## src/rtl/fwd_register_slice.sv

```systemverilog
// Two-entry elastic register slice for valid/ready streams: out_valid, out_data,
// in_ready and occupancy all come straight from flops, so no combinational path crosses it.
module fwd_register_slice #(
  parameter int DATA_WIDTH = 32
) (
  input  logic                  clk,
  input  logic                  reset,
  input  logic [DATA_WIDTH-1:0] in_data,
  input  logic                  in_valid,
  output logic                  in_ready,
  output logic [DATA_WIDTH-1:0] out_data,
  output logic                  out_valid,
  input  logic                  out_ready,
  output logic [1:0]            occupancy
);

  // Handshake: a beat moves on a rising edge where valid && ready are both 1.
  // The producer holds valid/data until that edge; ready never depends on valid.
  // Here push = in_valid && in_ready, pop = out_valid && out_ready.

  // State encoding equals the number of beats held.
  typedef enum logic [1:0] {
    EMPTY = 2'd0,
    ONE   = 2'd1,
    FULL  = 2'd2
  } state_t;

  state_t                state_q;
  state_t                state_d;
  logic [DATA_WIDTH-1:0] main_q;
  logic [DATA_WIDTH-1:0] main_d;
  logic [DATA_WIDTH-1:0] skid_q;
  logic [DATA_WIDTH-1:0] skid_d;
  logic                  in_ready_q;
  logic                  in_ready_d;
  logic                  out_valid_q;
  logic                  out_valid_d;
  logic [1:0]            occ_q;
  logic [1:0]            occ_d;
  logic                  push;
  logic                  pop;

  assign push = in_valid && in_ready_q;
  assign pop  = out_valid_q && out_ready;

  always_comb begin
    state_d = state_q;
    main_d  = main_q;
    skid_d  = skid_q;
    unique case (state_q)
      EMPTY: begin
        if (push) begin
          state_d = ONE;
          main_d  = in_data;
        end
      end
      ONE: begin
        if (push && !pop) begin
          state_d = FULL;
          skid_d  = in_data;
        end else if (pop && !push) begin
          state_d = EMPTY;
        end else if (push && pop) begin
          main_d = in_data;
        end
      end
      FULL: begin
        // in_ready is low here, so only the drain case exists.
        if (pop) begin
          state_d = ONE;
          main_d  = skid_q;
        end
      end
      default: begin
        state_d = EMPTY;
      end
    endcase
  end

  // Output flags are decoded from the next state and registered alongside it.
  always_comb begin
    in_ready_d  = (state_d != FULL);
    out_valid_d = (state_d != EMPTY);
    occ_d       = state_d;
  end

  always_ff @(posedge clk) begin
    if (reset) begin
      state_q     <= EMPTY;
      main_q      <= '0;
      skid_q      <= '0;
      in_ready_q  <= 1'b0;
      out_valid_q <= 1'b0;
      occ_q       <= 2'd0;
    end else begin
      state_q     <= state_d;
      main_q      <= main_d;
      skid_q      <= skid_d;
      in_ready_q  <= in_ready_d;
      out_valid_q <= out_valid_d;
      occ_q       <= occ_d;
    end
  end

  assign in_ready  = in_ready_q;
  assign out_valid = out_valid_q;
  assign out_data  = main_q;
  assign occupancy = occ_q;

endmodule

```

## config.mk

```make
export PLATFORM = sky130hd
export DESIGN_NAME = fwd_register_slice
export DESIGN_NICKNAME = d
export VERILOG_FILES = /design/src/rtl/fwd_register_slice.sv
export SDC_FILE = /design/constraint.sdc
export NUM_CORES = 1
export LEC_CHECK = 0
export CAP_MARGIN = 20
export CORE_MARGIN = 4
export CORE_UTILIZATION = 55
export CTS_CLUSTER_DIAMETER = 50
export DETAILED_ROUTE_END_ITERATION = 6
export PLACE_DENSITY = 0.88
export SYNTH_ARGS = -nofsm -noshare
export SYNTH_HDL_FRONTEND = slang
export SYNTH_SLANG_ARGS = --single-unit
```

## constraint.sdc

```tcl
create_clock -name clk -period 3.06 [get_ports clk]
set_input_delay 0.612 -clock clk [delete_from_list [all_inputs] [get_ports clk]]
set_output_delay 0.612 -clock clk [all_outputs]
set_load 0.01 [all_outputs]
```

# Yosys cells after proc, flatten, opt, wreduce, memory -nomap -nowiden
# Cells that the tools add are included.
dict set report classes {
  eq_ne 8
  mux 11
  n_reduce_logical 12
}
# operator n
set op_table {}
lappend op_table {{$mux 32} 5}
lappend op_table {{$pmux 32 s3} 1}
lappend op_table {{$ne 2x2->1 const B} 6}
lappend op_table {{$mux 2} 4}
lappend op_table {{$pmux 2 s3} 1}
lappend op_table {{$reduce_and 6->1} 1}
lappend op_table {{$logic_and 1x1->1} 5}
lappend op_table {{$reduce_bool 3->1} 1}
lappend op_table {{$eq 2x1->1 const B} 1}
lappend op_table {{$eq 2x2->1 const B} 1}
lappend op_table {{$logic_not 1->1} 2}
lappend op_table {{$logic_not 2->1} 1}
lappend op_table {{$reduce_and 2->1} 1}
lappend op_table {{$reduce_bool 2->1} 1}
dict set report word_totals {
  ff_bits 68
  in_bits 36
  wordCells 36
}

# Longest topological paths before layout
dict set report depth {
  depth_word 7
  depth_mapped 5
  depth_no_buf 3
}

# Worst setup path after synthesis
# Ideal clock, no wire load.
dict set report synth_path {
  path_type {input-to-reg}
  startpoint {input port in_valid}
  endpoint {register main_q[0] (netlist: out_data[0])}
  setup_time_ns 0.146
  arrival_time_ns 1.354
  setup_slack_ns 1.560
  stages 5
  path_buffers 2
  cell_sequence {and3b_1 > buf_4 > buf_6 > a211oi_2 > a211oi_2}
}
dict set report synth_between {
  elab_chain_len 5
  word_cells_on_any_way 10
}
# element line_no
set synth_lines {}
lappend synth_lines {{start, declared} 9} ;# input logic in_valid,
lappend synth_lines {{$logic_and 1x1->1 *} 43} ;# assign push = in_valid && in_ready_q;
lappend synth_lines {{$logic_not 1->1} 61} ;# end else if (pop && !push) begin
lappend synth_lines {{$logic_and 1x1->1} 61}
lappend synth_lines {{$ne 2x2->1 (no source line)} --}
lappend synth_lines {{$reduce_and 6->1 (no source line) *} --}
lappend synth_lines {{end signal, assigned} 97} ;# main_q <= main_d;
lappend synth_lines {{end, declared} 30} ;# logic [DATA_WIDTH-1:0] main_q;
# Every way passes the cells marked *; elsewhere a longest branch is shown, timed or not.
# A chain may end at the register's enable or synchronous reset.

# Worst setup path in the final report
dict set report layout_path {
  startpoint {input port out_ready}
  endpoint {register main_q[29] (netlist: out_data[29])}
}
dict set report layout_between {
  elab_chain_len 5
  word_cells_on_any_way 10
}
# element line_no
set layout_lines {}
lappend layout_lines {{start, declared} 13} ;# input logic out_ready,
lappend layout_lines {{$logic_and 1x1->1 *} 44} ;# assign pop = out_valid_q && out_ready;
lappend layout_lines {{$logic_not 1->1} 58} ;# if (push && !pop) begin
lappend layout_lines {{$logic_and 1x1->1} 58}
lappend layout_lines {{$ne 2x2->1 (no source line)} --}
lappend layout_lines {{$reduce_and 6->1 (no source line) *} --}
# Marked as above.

==> flow_summary.yaml <==
place:
  place_congestion: 0.746
  hpwl_mm: 5.13
  io_buffers: 71
  placed_area_um2: 4020
synth:
  netlist_instances: 317
  yosysWarnings: 0
  ys.flop_type: "dfxtp_1"
  synth_fp_nets: 353
  async_reset_ff_share_pct: 0
  synth-seq-area-share_pct: 40.1
  netlist_area_um2: 3390
  synth-seq-cells: 68
  avgSynthCellArea_um2: 10.7
  synth_edf_count: 0
  yosys.cell_types.count: 27
timing:
  period_minus_slack_ns: 2.05
  tightest_slew_ns: 0.752
  tns_ns: 0
  final_hold_viol_count: 0
  rsz0062_at_grt: "false"
  finalCritPeriodShare_pct: 67.0
  skew_ns: 0.00842
  slew_violations: 0
  relSlewSlack_pct: 49.9
  setup_viol: 0
  max_freq_mhz: 488
route:
  ant_nets: 0
  dr.pass1.iters: 4
  drt-total-wl_mm: 8.27
  drc: 0
  wl_per_cell_um: 18.3
  drtIter0Drc: 231
  dr_total_vias: 2736
  vias_per_cell: 6.05
cts:
  clkSinkCount: 68
  path_clk_slew_ns: 0.07
  cts_made_buffers: 9
  clk_latency_ns: 0.35
  cts_setup_buffers: 0
  cts_resized: 0
  clk_path_buf_depth: 2
  hold_buffers: 0
  cts_htree_levels: 3
  root_buffer: "clkbuf_8"
  cts_tree: "yes"
worst_setup_path:
  slowest_delay_ns: 0.60
  path_class: "input pin to flop"
  r2r_cells: 4
  required_ns: 3.33
  cpMostUsedCell: "a211oi_2"
  worst_path_max_delay_cell: "and4b_2"
  crit_fanout: 18
  startpoint_type: "input pin"
  cp.arrival_ns: 2.32
  path_cells: "clkdlybuf4s50_1 > and4b_2 > buf_12 > a211oi_2 > a211oi_2"
  crit_path_end_kind: "flop"
run_status:
  status: "completed"
die:
  core_region_area_um2: 5960
  die_w_um: 86.5
  dieArea_um2: 7490
  fp.dieH_um: 86.5
  io_pins: 72
  fp-row-count: 28
  start_util_pct: 57.0
final_layout:
  num_antenna_cells: 0
  area_growth_pct: 24.6
  nets: 408
  postLayoutCellArea_um2: 4230
  drive_gt1_share_pct: 25.2
power_and_ir_drop:
  total_leakage_power_nw: 1.56
  vdd_drop_max_mv: 0.418
  p_per_area_nw_per_um2: 517
min_path:
  hold_path_class: "flop to flop"
  worst_hold_path.num_cells: 2
grt:
  grt_pass1_vias: 2743
  grt_pass1_wl_mm: 13.4
  grt.total_usage_pct: 22.6
  grt_max_degree: 66
  overflow: 0
  antenna_found_initial: 0
job:
  drv_cap: 0
==> worst paths after layout <==
kind	slack, ns	startpoint	end
min reg2reg	0.48	skid_q[21]$_SDFFE_PP0P_	skid_q[21]$_SDFFE_PP0P_
min	0.48	skid_q[21]$_SDFFE_PP0P_	skid_q[21]$_SDFFE_PP0P_
max reg2reg	1.24	occupancy[0]$_SDFF_PP0_	out_data[11]$_SDFFE_PP0P_
max	1.01	out_ready	out_data[29]$_SDFFE_PP0P_
==> synthesized netlist by cell type (all sizes together), types with 2 or more instances <==
cell type	instances	area (um2)
clkbuf	9	35.0
buf	29	258
and3b	2	17.5
mux2i	32	320
o21ai	34	170
dfxtp	68	1360
nand2	2	7.51
a21oi	34	174
nand3	32	160
a211oi	64	781
==> where the power goes <==
part / switching [W] / total (W) / leakage [nW] / internal, W
sequential: 0.0000413 / 0.000977 / 0.555 / 0.000936
combinational: 0.000228 / 0.000457 / 0.907 / 0.000230
clock: 0.000354 / 0.000750 / 0.0983 / 0.000396
total: 0.000623 / 0.00218 / 1.56 / 0.00156
==> registers in the layout, indices dropped and copies added, names as in the netlist <==
register	count
in_ready	1
out_data	32
occupancy	2
out_valid	1
skid_q	32
==> cell families after synthesis <==
logic type      count (synthesis)  synth area share [%]
compound gates                136                  34.8
buf+inv                        39                  8.74
flops                          68                  40.1
mux                            32                  9.44
simple gates                   42                  6.86
==> area by class of cell <==
cell class                 instances  area (um2)
inverter                           1        3.75
timing repair buffer              82         826
clock inverter                     6        63.8
tap                               75        93.8
multi-input combinational        210        1740
clock buffer                      10         138
fill                             458        1730
sequential                        68        1360
==> per-stage QoR <==
step / util, % / setup slack, ns / power (W) / std cells / hold slack [ns]
finish: 70.9 / 1.01 / 0.00218 / 452 / 0.477
global route: 70.9 / 0.852 / 0.00227 / 452 / 0.495
CTS: 70.9 / 1.00 / 0.00219 / 452 / 0.476
detailed placement: 67.6 / 0.629 / 0.00145 / 436 / 0.466
global placement: 67.6 / 0.696 / 0.00144 / 436 / 0.459
floorplan: - / 1.56 / 0.00128 / 317 / 0.453
==> layout by cell type, fill, tap and decap left out, types with 2 or more instances in the layout <==
cell             count
a211oi_1             4
clkinvlp_4           2
buf_12               3
dfxtp_1             68
a21oi_1             33
buf_4                8
a211oi_2            60
nand2_1              2
clkinv_2             2
o21ai_0             34
clkbuf_8            10
clkdlybuf4s50_1     70
mux2i_1             32
nand3_1             32
==> per-layer routing <==
layer,vias to the layer above,part of all wire [%],wire length [um],track usage (%)
li1,1307,-,-,-
met5,-,0,0,0
met2,76,51,4180,37.5
met3,15,4.6,378,4.09
met4,0,1.8,151,11.2
met1,1338,43,3560,28.1
==> worst max-delay path: cells and delay by family <==
| kind | cells | cell delay (ns) |
|---|---|---|
| AOI/OAI and AO/OA | 2 | 0.28 |
| and+or+nand+nor | 1 | 0.60 |
| buffers and inverters | 2 | 0.80 |
Note: power is estimated with default switching activity, not from simulation.
